**src/rtl/calc_pkg.sv**
```systemverilog
// calc_pkg: shared codes and state encoding for the calculator sequencer.
// Key, op and display-select encodings match the key decoder and ALU.
package calc_pkg;

    typedef enum logic [1:0] {
        KEY_DIGIT = 2'd0,
        KEY_OP    = 2'd1,
        KEY_EQ    = 2'd2,
        KEY_CLR   = 2'd3
    } key_t;

    typedef enum logic [1:0] {
        OP_ADD = 2'd0,
        OP_SUB = 2'd1,
        OP_MUL = 2'd2,
        OP_DIV = 2'd3
    } op_t;

    typedef enum logic [1:0] {
        SEL_A   = 2'd0,
        SEL_B   = 2'd1,
        SEL_RES = 2'd2,
        SEL_ERR = 2'd3
    } sel_t;

    typedef enum logic [2:0] {
        ENTER_A,
        ENTER_B,
        EXEC,
        SHOW_RESULT,
        ERROR
    } state_t;

endpackage

```
**src/rtl/operand_accum.sv**
```systemverilog
// operand_accum: decimal digit accumulator with clear, load and a
// digit-count limit; digits past DIGITS are dropped.
import calc_pkg::*;

module operand_accum #(
    parameter int WIDTH  = 16,
    parameter int DIGITS = 4,
    parameter int CW     = $clog2(DIGITS + 1)
) (
    input  logic             clk,
    input  logic             rst,
    input  logic             clr,
    input  logic             load,
    input  logic [WIDTH-1:0] load_val,
    input  logic [CW-1:0]    load_cnt,
    input  logic             push,
    input  logic [3:0]       digit,
    output logic [WIDTH-1:0] value,
    output logic [CW-1:0]    count
);

    always_ff @(posedge clk) begin
        if (rst || clr) begin
            value <= '0;
            count <= '0;
        end else if (load) begin
            value <= load_val;
            count <= load_cnt;
        end else if (push && count < CW'(DIGITS)) begin
            value <= value * WIDTH'(10) + WIDTH'(digit);
            count <= count + CW'(1);
        end
    end

endmodule

```
**src/rtl/calc_sequencer.sv**
```systemverilog
// calc_sequencer: keypad-driven operand capture, ALU launch and result display.
// Define CALC_TIMEOUT_EN to add an EXEC watchdog of ALU_TIMEOUT cycles.
import calc_pkg::*;

module calc_sequencer #(
    parameter int WIDTH       = 16,
    parameter int DIGITS      = 4,
    parameter int ALU_TIMEOUT = 15
) (
    input  logic             clk,
    input  logic             rst,
    input  logic             key_valid,
    input  logic [1:0]       key_type,
    input  logic [3:0]       key_data,
    output logic             alu_start,
    output logic [WIDTH-1:0] alu_a,
    output logic [WIDTH-1:0] alu_b,
    output logic [1:0]       alu_op,
    input  logic             alu_done,
    input  logic [WIDTH-1:0] alu_result,
    input  logic             alu_err,
    output logic [WIDTH-1:0] disp_value,
    output logic [1:0]       disp_sel,
    output logic             busy,
    output logic             new_operation
);

    localparam int CW = $clog2(DIGITS + 1);

    if (ALU_TIMEOUT < 1) begin : g_bad_timeout
        $error("calc_sequencer: ALU_TIMEOUT must be at least 1");
    end

    state_t           state, state_n;
    op_t              pend_op, pend_op_n, next_op, next_op_n;
    logic             chain, chain_n, abort, abort_n;
    logic [WIDTH-1:0] r_val, r_val_n;
    logic             start_n, newop_n;
    logic             a_clr, a_load, a_push, b_clr, b_push;
    logic [WIDTH-1:0] a_ld_val, a_val, b_val;
    logic [CW-1:0]    a_ld_cnt, a_cnt, b_cnt;
    logic             is_dig, is_op, is_eq, is_clr, done_ok, tmo_hit;

    assign is_dig = key_valid && key_type == KEY_DIGIT && key_data <= 4'd9;
    assign is_op  = key_valid && key_type == KEY_OP && key_data <= 4'd3;
    assign is_eq  = key_valid && key_type == KEY_EQ;
    assign is_clr = key_valid && key_type == KEY_CLR;
    // A done in the launch cycle belongs to no request and is ignored.
    assign done_ok = alu_done && state == EXEC && !alu_start && !abort;

`ifdef CALC_TIMEOUT_EN
    localparam int TW = $clog2(ALU_TIMEOUT + 1);
    logic [TW-1:0] tmo_cnt;

    always_ff @(posedge clk) begin
        if (rst || state != EXEC) tmo_cnt <= '0;
        else                      tmo_cnt <= tmo_cnt + TW'(1);
    end

    assign tmo_hit = state == EXEC && tmo_cnt == TW'(ALU_TIMEOUT - 1);
`else
    assign tmo_hit = 1'b0;
`endif

    operand_accum #(.WIDTH(WIDTH), .DIGITS(DIGITS), .CW(CW)) u_acc_a (
        .clk(clk), .rst(rst), .clr(a_clr), .load(a_load),
        .load_val(a_ld_val), .load_cnt(a_ld_cnt), .push(a_push),
        .digit(key_data), .value(a_val), .count(a_cnt)
    );

    operand_accum #(.WIDTH(WIDTH), .DIGITS(DIGITS), .CW(CW)) u_acc_b (
        .clk(clk), .rst(rst), .clr(b_clr), .load(1'b0),
        .load_val('0), .load_cnt('0), .push(b_push),
        .digit(key_data), .value(b_val), .count(b_cnt)
    );

    always_ff @(posedge clk) begin
        if (rst) begin
            state         <= ENTER_A;
            pend_op       <= OP_ADD;
            next_op       <= OP_ADD;
            chain         <= 1'b0;
            r_val         <= '0;
            alu_start     <= 1'b0;
            new_operation <= 1'b0;
            abort         <= (state == EXEC);
        end else begin
            state         <= state_n;
            pend_op       <= pend_op_n;
            next_op       <= next_op_n;
            chain         <= chain_n;
            r_val         <= r_val_n;
            alu_start     <= start_n;
            new_operation <= newop_n;
            abort         <= abort_n;
        end
    end

    always_comb begin
        state_n   = state;
        pend_op_n = pend_op;
        next_op_n = next_op;
        chain_n   = chain;
        r_val_n   = r_val;
        abort_n   = abort;
        start_n   = 1'b0;
        newop_n   = 1'b0;
        a_clr     = 1'b0;
        a_load    = 1'b0;
        a_push    = 1'b0;
        a_ld_val  = r_val;
        a_ld_cnt  = '0;
        b_clr     = 1'b0;
        b_push    = 1'b0;
        if (abort && alu_done) abort_n = 1'b0;
        if (is_clr) begin
            state_n   = ENTER_A;
            pend_op_n = OP_ADD;
            next_op_n = OP_ADD;
            chain_n   = 1'b0;
            r_val_n   = '0;
            a_clr     = 1'b1;
            b_clr     = 1'b1;
            if (state == EXEC && !done_ok) abort_n = 1'b1;
        end else begin
            unique case (state)
                ENTER_A: begin
                    if (is_dig) begin
                        a_push = 1'b1;
                    end else if (is_op) begin
                        pend_op_n = op_t'(key_data[1:0]);
                        b_clr     = 1'b1;
                        state_n   = ENTER_B;
                    end
                end
                ENTER_B: begin
                    if (is_dig) begin
                        b_push = 1'b1;
                    end else if (is_op && b_cnt == '0) begin
                        pend_op_n = op_t'(key_data[1:0]);
                    end else if (is_op) begin
                        next_op_n = op_t'(key_data[1:0]);
                        chain_n   = 1'b1;
                        start_n   = 1'b1;
                        state_n   = EXEC;
                    end else if (is_eq && b_cnt != '0) begin
                        start_n = 1'b1;
                        state_n = EXEC;
                    end
                end
                EXEC: begin
                    if (done_ok && alu_err) begin
                        state_n = ERROR;
                    end else if (done_ok) begin
                        r_val_n = alu_result;
                        if (chain) begin
                            a_load    = 1'b1;
                            a_ld_val  = alu_result;
                            pend_op_n = next_op;
                            b_clr     = 1'b1;
                            chain_n   = 1'b0;
                            state_n   = ENTER_B;
                        end else begin
                            state_n = SHOW_RESULT;
                        end
                    end else if (tmo_hit) begin
                        abort_n = 1'b1;
                        state_n = ERROR;
                    end
                end
                SHOW_RESULT: begin
                    if (is_op) begin
                        a_load    = 1'b1;
                        pend_op_n = op_t'(key_data[1:0]);
                        b_clr     = 1'b1;
                        newop_n   = 1'b1;
                        state_n   = ENTER_B;
                    end else if (is_dig) begin
                        a_load   = 1'b1;
                        a_ld_val = WIDTH'(key_data);
                        a_ld_cnt = CW'(1);
                        state_n  = ENTER_A;
                    end
                end
                ERROR: ;
                default: state_n = ENTER_A;
            endcase
        end
    end

    always_comb begin
        disp_sel   = SEL_A;
        disp_value = a_val;
        unique case (state)
            ENTER_B, EXEC: begin
                disp_sel   = SEL_B;
                disp_value = b_val;
            end
            SHOW_RESULT: begin
                disp_sel   = SEL_RES;
                disp_value = r_val;
            end
            ERROR: begin
                disp_sel   = SEL_ERR;
                disp_value = '0;
            end
            default: ;
        endcase
    end

    assign alu_a  = a_val;
    assign alu_b  = b_val;
    assign alu_op = pend_op;
    assign busy   = (state == EXEC);

    always_ff @(posedge clk) begin
        if (!rst) assert (a_cnt <= CW'(DIGITS) && b_cnt <= CW'(DIGITS));
    end

endmodule
```
**config.mk**
```make
export PLATFORM = sky130hd
export DESIGN_NAME = calc_sequencer
export DESIGN_NICKNAME = d
export VERILOG_FILES = /design/src/rtl/calc_pkg.sv /design/src/rtl/operand_accum.sv /design/src/rtl/calc_sequencer.sv
export SDC_FILE = /design/constraint.sdc
export NUM_CORES = 1
export LEC_CHECK = 0
export ABC_AREA = 1
export ABC_CLOCK_PERIOD_IN_PS = 4210
export CAP_MARGIN = 20
export CORE_MARGIN = 2
export CORE_UTILIZATION = 55
export DETAILED_ROUTE_END_ITERATION = 6
export HOLD_SLACK_MARGIN = 0.02
export PLACE_DENSITY = 0.78
export REMOVE_ABC_BUFFERS = 1
export SKIP_LAST_GASP = 1
export SLEW_MARGIN = 20
export SYNTH_ARGS = -nofsm -noshare
export SYNTH_HDL_FRONTEND = slang
export SYNTH_HIERARCHICAL = 1
export SYNTH_SLANG_ARGS = --single-unit
```
**constraint.sdc**
```tcl
create_clock -name clk -period 4.21 [get_ports clk]
set_input_delay 0.842 -clock clk [delete_from_list [all_inputs] [get_ports clk]]
set_output_delay 0.842 -clock clk [all_outputs]
set_load 0.02 [all_outputs]
```
## After elaboration in Yosys (flattened, before gate mapping)

Cells that the tools add are included.

| storage, ports and cells | value |
|---|---|
| memories | 0 |
| bits in writable memories | 0 |
| output and inout port bits | 55 |
| bits in latches | 0 |
| register bits | 65 |
| word-level logic and storage cells | 149 |
| memory bits (read-only) | 0 |
| input bits | 27 |

| operators by class | value |
|---|---|
| muxes and demuxes | 65 |
| equality and inequality tests | 19 |
| $lt $le $gt $ge | 4 |
| shifts and indexed selects | 0 |
| divide/modulo/power cells | 0 |
| reduce and logical (&&, ||, !) cells | 37 |
| add/sub/neg operators | 4 |
| bitwise logic cells | 6 |
| multiply operators | 2 |

Operators by type and width:

| cell | number |
|---|---|
| $mux 16 | 8 |
| $pmux 16 s3 | 1 |
| $mux 3 | 12 |
| $add 16x4->16 | 2 |
| $mul 16x3->15 const B | 2 |
| $pmux 16 s2 | 1 |
| $mux 1 | 29 |
| $logic_and 1x1->1 | 16 |
| $mux 2 | 8 |
| $ne 2x2->1 const B | 8 |
| $pmux 3 s5 | 1 |
| $pmux 2 s4 | 1 |
| $reduce_and 8->1 | 1 |
| $reduce_and 7->1 | 1 |
| $add 3x1->3 const B | 2 |
| $eq 3x2->1 const B | 2 |
| $logic_not 3->1 | 2 |
| $lt 3x3->1 const B | 2 |
| $ne 3x3->1 const B | 2 |
| $not 1->1 | 6 |
| $pmux 2 s3 | 1 |
| $reduce_and 6->1 | 1 |
| $reduce_or 5->1 | 1 |
| $eq 2x2->1 const B | 2 |
| other kinds (19) | 25 |

## Logic depth before layout (Yosys ltp)

Gate-level depths: netlist of run 1.

| depth | value |
|---|---|
| word-level depth | 9 |
| depth in mapped cells | 17 |

## Modules after synthesis

The synthesis of run 1 kept the hierarchy.

By module, submodules not included:

| module | cells an instance | area each (um^2) | instances |
|---|---|---|---|
| calc_sequencer | 408 | 2280.9 | 1 |
| operand_accum (u_acc_a) | 328 | 2077.0 | 1 |
| operand_accum (u_acc_b) | 319 | 2009.4 | 1 |

## Worst setup path before layout of run 1

No wires, ideal clock.

| path | value |
|---|---|
| kind | register -> register |
| start point | register u_acc_a.value[1] |
| end point | register u_acc_a.value[14] |
| path slack | 1574 ps |
| setup time | 130 ps |
| stages on the path, launching flop included | 17 |
| data required time | 4080 ps |
| arrival time | 2506 ps |
| path through | dfxtp_1 ha_1 ha_1 fa_1 nand2_1 nor2_1 nand2_1 nand2_1 nand2_1 nor2_4 nand3_1 nor2_2 nand3_1 nand2_1 nand3_1 nand2_1 a21oi_2 |

| between the ends | value |
|---|---|
| cells in the longest elaborated chain, start to end | 4 |

Ends and longest elaborated chain:

| item | RTL line | RTL |
|---|---|---|
| from (decl) | operand_accum.sv:18 | `output logic [WIDTH-1:0] value,` |
| from (signal assigned) | operand_accum.sv:27 | `value <= load_val;` |
| from (signal assigned) | operand_accum.sv:30 | `value <= value * WIDTH'(10) + WIDTH'(digit);` |
| $mul 16x3->15 | operand_accum.sv:30 |  |
| $add 16x4->16 | operand_accum.sv:30 |  |
| $mux 16 | operand_accum.sv:29 | `end else if (push && count < CW'(DIGITS)) begin` |
| $mux 16 | operand_accum.sv:26 | `end else if (load) begin` |

Every way passes these cells. The select of a mux whose other input is x is not followed.
A chain may end at the register's enable or synchronous reset.

## Worst setup path after layout of run 1

| path | value |
|---|---|
| start point | register state[2] |
| end point | output port disp_value[5] |

| between the ends | value |
|---|---|
| cells in the longest elaborated chain, start to end | 3 |
| elaborated cells between the ends (all ways) | 6 |

Ends and longest elaborated chain:

| item | RTL line | RTL |
|---|---|---|
| from (decl) | calc_sequencer.sv:34 | `state_t state, state_n;` |
| from (signal assigned) | calc_sequencer.sv:88 | `state <= state_n;` |
| $eq 3x2->1 or $eq 3x1->1 (tied branches) | calc_sequencer.sv:194 | `unique case (state)` |
| $reduce_or 2->1 | calc_sequencer.sv:194 |  |
| $pmux 16 s3 (*) | calc_sequencer.sv:194 |  |
| to (decl) | calc_sequencer.sv:22 | `output logic [WIDTH-1:0] disp_value,` |

Every way passes the cells marked *; elsewhere a longest branch is shown, timed or not.

==> flow_summary.json, run 1 <==
{
  "overflow": 0,
  "dp_hpwl_um": 14500,
  "worst_pin_slew_ns": 1.01,
  "port_buffers": 81,
  "routedWlPerCell_um": 14.6,
  "cts_setup_buffers": 0,
  "synth-seq-cells": 65,
  "cp_data_arrival_time_ns": 2.65,
  "drc": 0,
  "ff2ff_path_depth": 10,
  "vias": 7178,
  "reg2reg_from": "state[2]$_SDFFE_PP0P_",
  "multi_input_area_sq_mm": 0.00444,
  "synth.yosys.seq_area_share": 0.204,
  "cts_resized": 0,
  "worstSkewPairLatency_ns": 0.34,
  "startpoint_type": "register",
  "end_kind": "output pin",
  "slowest_delay_ns": 0.54,
  "yosys_warnings": 6,
  "power_leakage_uw": 0.00380,
  "dieArea_sq_mm": 0.0125,
  "fin_skew_ns": 0.00768,
  "min_path_type": "reg2reg",
  "synth_cells": 1055,
  "cts_tree": "yes",
  "register_area_sq_mm": 0.00130,
  "cts_root_buf": "clkbuf_16",
  "whs_path_depth": 2,
  "htreeDepth": 3,
  "synth_area_leader_cell": "dfxtp_1",
  "drtIter0Drc": 572,
  "first_pass_iters": 5,
  "initial_core_util": 0.560,
  "wl_um": 18800,
  "maxSlewHeadroom": 0.323,
  "yosysMostFrequentCell": "nand2_1",
  "power_uw": 2050,
  "dr_wl_met2_um": 8630,
  "synth_edf_count": 0,
  "clk_pin_slew_ns": 0.06,
  "antenna_found_initial": 0,
  "crit_buf_inv": 2,
  "grt_max_degree": 37,
  "crit_fanout": 16,
  "setup_viol": 0,
  "grt_use_total": 0.306,
  "hold_end": "next_op[0]$_SDFFE_PP0P_",
  "status": "complete, no violations",
  "diodes": 0,
  "fmax_mhz": 287,
  "gp_congestion": 0.970,
  "grt_pass1_vias": 6581,
  "hold_buffers": 0,
  "drive_gt1_frac": 0.0617,
  "synth.distinct_cells": 41,
  "fin_crit_ns": 3.49,
  "clk_path_buf_depth": 2,
  "cp_slowest_cell": "clkdlybuf4s50_1",
  "syn_area_sq_mm": 0.00637,
  "postLayoutCoreUtil": 0.674,
  "hold_start": "next_op[0]$_SDFFE_PP0P_",
  "numCtsBuffers": 9,
  "critical_path.startpoint": "state[2]$_SDFFE_PP0P_",
  "cp_cell_sequence": "inv_2 -> nand3_2 -> nand2_1 -> a22oi_1 -> nand2_1 -> clkdlybuf4s50_1",
  "r2r-end": "u_acc_a/value[13]$_SDFFE_PP0P_",
  "synth.top_cell.area_share": 0.204,
  "syn_avg_cell_area_sq_um": 6.04,
  "rows": 39,
  "drtAntennaViolNets": 0,
  "met1_length_um": 8310,
  "die_w_um": 112,
  "r2r_setup_slack_ns": 1.34,
  "stdcell_area_sq_mm": 0.00766,
  "whs_ns": 0.453,
  "cts.sinks": 65,
  "via_per_inst": 5.55,
  "rsz0062_at_grt": "no",
  "critPathMostFrequentCell": "nand2_1",
  "peakVddDrop_uv": 297,
  "pwr_density_cell_mw_per_mm2": 268,
  "nets": 1231,
  "highest_layer": "met4",
  "ios": 82,
  "placed_area_sq_mm": 0.00735,
  "maxSlewViolCount": 0,
  "fillers": 1084,
  "critical_path_required_ns": 3.37,
  "synth-main-ff-cell": "dfxtp_1",
  "synthArstFlopShare": 0,
  "die_y_um": 112,
  "syn_to_final_growth_pct": 20.3,
  "coreArea_sq_mm": 0.0114,
  "critPathTopFamily": "simple AND/OR/NAND/NOR gates",
  "wl_met3_um": 1370,
  "finalHoldViolations": 0,
  "finalSetupTns_ns": 0,
  "drv_cap": 0,
  "synthTopCellsByArea": "dfxtp_1 20%, nand2_1 20%, ha_1 11%",
  "grt_pass1_wl_um": 31300,
  "synth.top_cells.by_count": "335 x nand2_1, 133 x inv_1, 105 x nand3_1, 75 x nor2_1, 65 x dfxtp_1",
  "finalCritPeriodShare": 0.829,
  "critPathKind": "reg2out"
}
==> cells by family (layout without fill, tap and decap cells) <==
| group | after synthesis | in the layout | share of synthesized area |
|---|---|---|---|
| AOI/OAI and AO/OA | 169 | 169 | 0.153 |
| xor gates and xnor gates | 13 | 13 | 0.0191 |
| adders and majority gates | 58 | 58 | 0.119 |
| buffers and inverters | 178 | 252 | 0.112 |
| DFF | 65 | 65 | 0.204 |
| other | 1 | 23 | 0.000589 |
| and+or+nand+nor | 571 | 571 | 0.392 |
==> through the flow <==
stage	cells	worst slack, ns
4_1_cts	1294	0.785
5_1_grt	1294	0.528
6_report	1294	0.720
2_1_floorplan	1044	0.452
3_5_place_dp	1278	0.711
3_3_place_gp	1278	0.769
==> layer usage <==
metal  vias to the layer above  global-route usage
met5                         -                   0
met4                         0               0.127
met3                        34              0.0528
met2                       256               0.481
met1                      3281               0.416
li1                       3607                   -
==> worst register-to-register path, stage by stage, from the launching register on <==
cell and delay [ns]:
dfxtp_1 0.36, inv_2 0.09, nand2_1 0.09, nor2_4 0.65, o21ai_0 0.21, o21ai_1 0.15
inv_1 0.17, nand2_1 0.30, inv_1 0.30, a22o_1 0.26, o21a_1 0.18
==> worst max path at each step <==
stage / end / depth (start not counted)
3_3_place_gp: u_acc_a/value[15]$_SDFFE_PP0P_ / 16
6_report: disp_value[5] / 6
5_1_grt: disp_value[1] / 6
2_1_floorplan: u_acc_a/value[13]$_SDFFE_PP0P_ / 9
4_1_cts: disp_value[5] / 6
3_5_place_dp: u_acc_a/value[15]$_SDFFE_PP0P_ / 16
==> layout make-up <==
cell class,instances,area share
multi-input cells,834,0.579
flip-flops and latches,65,0.170
repair buffers,91,0.116
inverters,145,0.0711
clock buffers,10,0.0299
well taps,143,0.0234
clock inverters,6,0.0108
==> placed cells by master (no fill, tap or decap), drive strengths merged, types with 13 or more instances in the layout <==
cell / count
nor2: 86
conb: 23
ha: 54
nand3: 112
a31oi: 41
inv: 144
o21ai: 45
a22oi: 15
nand2: 343
nand4: 13
a21oi: 57
clkdlybuf4s50: 81
dfxtp: 65
==> state kept, by name, indices dropped and copies added (netlist names) <==
name and flops:
next_op 2, alu_start 1, abort 1, u_acc_b/count 3, u_acc_b/value 16, u_acc_a/value 16, alu_op 2, u_acc_a/count 3
r_val 16, chain 1, state 3, new_operation 1
==> where the power goes <==
part,internal (uW),switching [uW],total [uW]
clock network,515,276,790
logic,208,368,577
registers,645,37.9,683
No activity file was read; power rests on OpenSTA's default activity.
==> inputs of run 2 (changes only) <==
--- a/config.mk
+++ b/config.mk
@@ -6,7 +6,7 @@
 export NUM_CORES = 1
 export LEC_CHECK = 0
 export ABC_AREA = 1
-export ABC_CLOCK_PERIOD_IN_PS = 4210
+export ABC_CLOCK_PERIOD_IN_PS = 3530
 export CAP_MARGIN = 20
 export CORE_MARGIN = 2
 export CORE_UTILIZATION = 55
==> constraint.sdc (replaced) <==
create_clock -name clk -period 3.53 [get_ports clk]
set_input_delay 0.706 -clock clk [delete_from_list [all_inputs] [get_ports clk]]
set_output_delay 0.706 -clock clk [all_outputs]
set_load 0.02 [all_outputs]
==> run 2 against run 1 <==
Effect of this change: critical path depth unchanged; cell area up 0.31%; sequential power grew 19%; final cell count increased by 0.39%; register-to-register slack lost 0.70 ns; worst hold slack worse by 0.0012 ns; largest power group unchanged.
==> flow_summary.json, run 2 (synthesis results as in run 1) <==
{
  "initial_core_util": 0.560,
  "fin_skew_ns": 0.00724,
  "nets": 1236,
  "finalHoldViolations": 0,
  "drtIter0Drc": 593,
  "crit_buf_inv": 2,
  "critical_path_required_ns": 2.82,
  "worstSkewPairLatency_ns": 0.34,
  "clk_pin_slew_ns": 0.06,
  "cts_root_buf": "clkbuf_16",
  "largestRegisters": "r_val x16, u_acc_a/value x16, u_acc_b/value x16",
  "power_leakage_uw": 0.00381,
  "pwr_density_cell_mw_per_mm2": 311,
  "cts.sinks": 65,
  "cts_resized": 0,
  "placed_cells": 1283,
  "fmax_mhz": 308,
  "setup_slack_ns": 0.284,
  "setup_viol": 0,
  "startpoint_type": "register",
  "drtAntennaViolNets": 0,
  "die_w_um": 112,
  "wl_um": 18200,
  "cp_cell_sequence": "inv_2 -> nand3_1 -> nand2_1 -> a22oi_1 -> nand2_1 -> clkdlybuf4s50_1",
  "dpl_worst_slack_ns": 0.287,
  "seq_power_share": 0.340,
  "ios": 82,
  "critPathTopFamily": "simple AND/OR/NAND/NOR gates",
  "gp_congestion": 0.921,
  "crit_fanout": 16,
  "syn_to_final_growth_pct": 20.7,
  "drive_gt1_frac": 0.0657,
  "maxSlewViolCount": 0,
  "internal-power_uw": 1590,
  "first_pass_iters": 6,
  "critPathMostFrequentCell": "nand2_1",
  "routedWlPerCell_um": 14.0,
  "rsz0062_at_grt": "no",
  "final_cell_mix": "335 x nand2_1, 133 x inv_1, 105 x nand3_1",
  "cts_setup_buffers": 0,
  "dp_hpwl_um": 14100,
  "dieArea_sq_mm": 0.0125,
  "whs_ns": 0.452,
  "stdcell_count": 1299,
  "drc": 0,
  "hold_buffers": 0,
  "grt_use_total": 0.294,
  "slowest_delay_ns": 0.55,
  "switching_power_uw": 807,
  "grt_pass1_wl_um": 30200,
  "coreArea_sq_mm": 0.0114,
  "end_kind": "output pin",
  "vias": 7119,
  "port_buffers": 81,
  "grt_max_degree": 32,
  "fin_crit_ns": 3.25,
  "drv_cap": 0,
  "status": "complete, no violations",
  "via_per_inst": 5.48,
  "die_y_um": 112,
  "cp_slowest_cell": "clkdlybuf4s50_1",
  "clk_path_buf_depth": 2,
  "layout_commonest_cell": "nand2_1",
  "critPathKind": "reg2out",
  "diodes": 0,
  "peakVddDrop_uv": 268,
  "worst_pin_slew_ns": 0.904,
  "finalCritPeriodShare": 0.920,
  "htreeDepth": 3,
  "cp_data_arrival_time_ns": 2.54,
  "antenna_found_initial": 0,
  "numCtsBuffers": 9,
  "pwr-share-clk": 0.372,
  "p_comb_frac": 0.288,
  "maxSlewHeadroom": 0.396,
  "cts_tree": "yes",
  "swShare": 0.337,
  "min_path_type": "reg2reg",
  "rows": 39,
  "grt_pass1_vias": 6501,
  "overflow": 0
}
-- run 2: changes by cell type in the layout (fill, tap and decap cells not counted), sizes merged --
cell and delta:
clkinvlp +1, buf +5, clkbuf +1, clkinv -1, bufinv -1
-- run 2: cell type report --
cell class	instances	area, sq um
repair buffers	96	923
clock inverters	5	55.1
fillers	1067	3690
inverters	145	544
flip-flops and latches	65	1300
clock buffers	11	243
multi-input cells	834	4440
well taps	143	179
-- run 2: stage by stage --
stage / instance area [sq um] / TNS (ns) / power (uW) / util
finish: 7680 / 0 / 2390 / 0.676
global route: 7680 / 0 / 2510 / 0.676
CTS: 7680 / 0 / 2390 / 0.676
detailed placement: 7380 / 0 / 1500 / 0.649
global placement: 7380 / 0 / 1500 / 0.649
floorplan: 6280 / -0.123 / 1250 / -
-- run 2: power groups by stage --
stage | registers, uW | clock network (uW) | logic (uW)
global placement | 827 | 0 | 669
floorplan | 837 | 0 | 417
CTS | 813 | 899 | 678
global route | 818 | 923 | 767
detailed placement | 828 | 0 | 673
finish | 813 | 889 | 690
-- run 2: final timing paths --
| check | startpoint | endpoint | slack (ns) | cells after the start |
|---|---|---|---|---|
| max | state[2]$_SDFFE_PP0P_ | disp_value[1] | 0.28 | 6 |
| min | next_op[0]$_SDFFE_PP0P_ | next_op[0]$_SDFFE_PP0P_ | 0.45 | 2 |
| max reg2reg | u_acc_a/value[1]$_SDFFE_PP0P_ | u_acc_a/value[14]$_SDFFE_PP0P_ | 0.64 | 16 |
| min reg2reg | next_op[0]$_SDFFE_PP0P_ | next_op[0]$_SDFFE_PP0P_ | 0.45 | 2 |
-- run 2: worst register-to-register path: cells and delay by family (launching register included) --
kind	cells	cell delay, ns
AND/OR/NAND/NOR	12	1.20
adder cells (fa/ha/maj)	3	1.09
flip-flops	1	0.43
AO/OA/AOI/OAI	1	0.05
-- run 2: layer usage --
layer,GRT usage,share of wire,vias to the layer above
met1,0.380,0.44,3235
met5,0,0,-
li1,-,-,3628
met2,0.491,0.47,224
met4,0.105,0.021,0
met3,0.0544,0.070,32
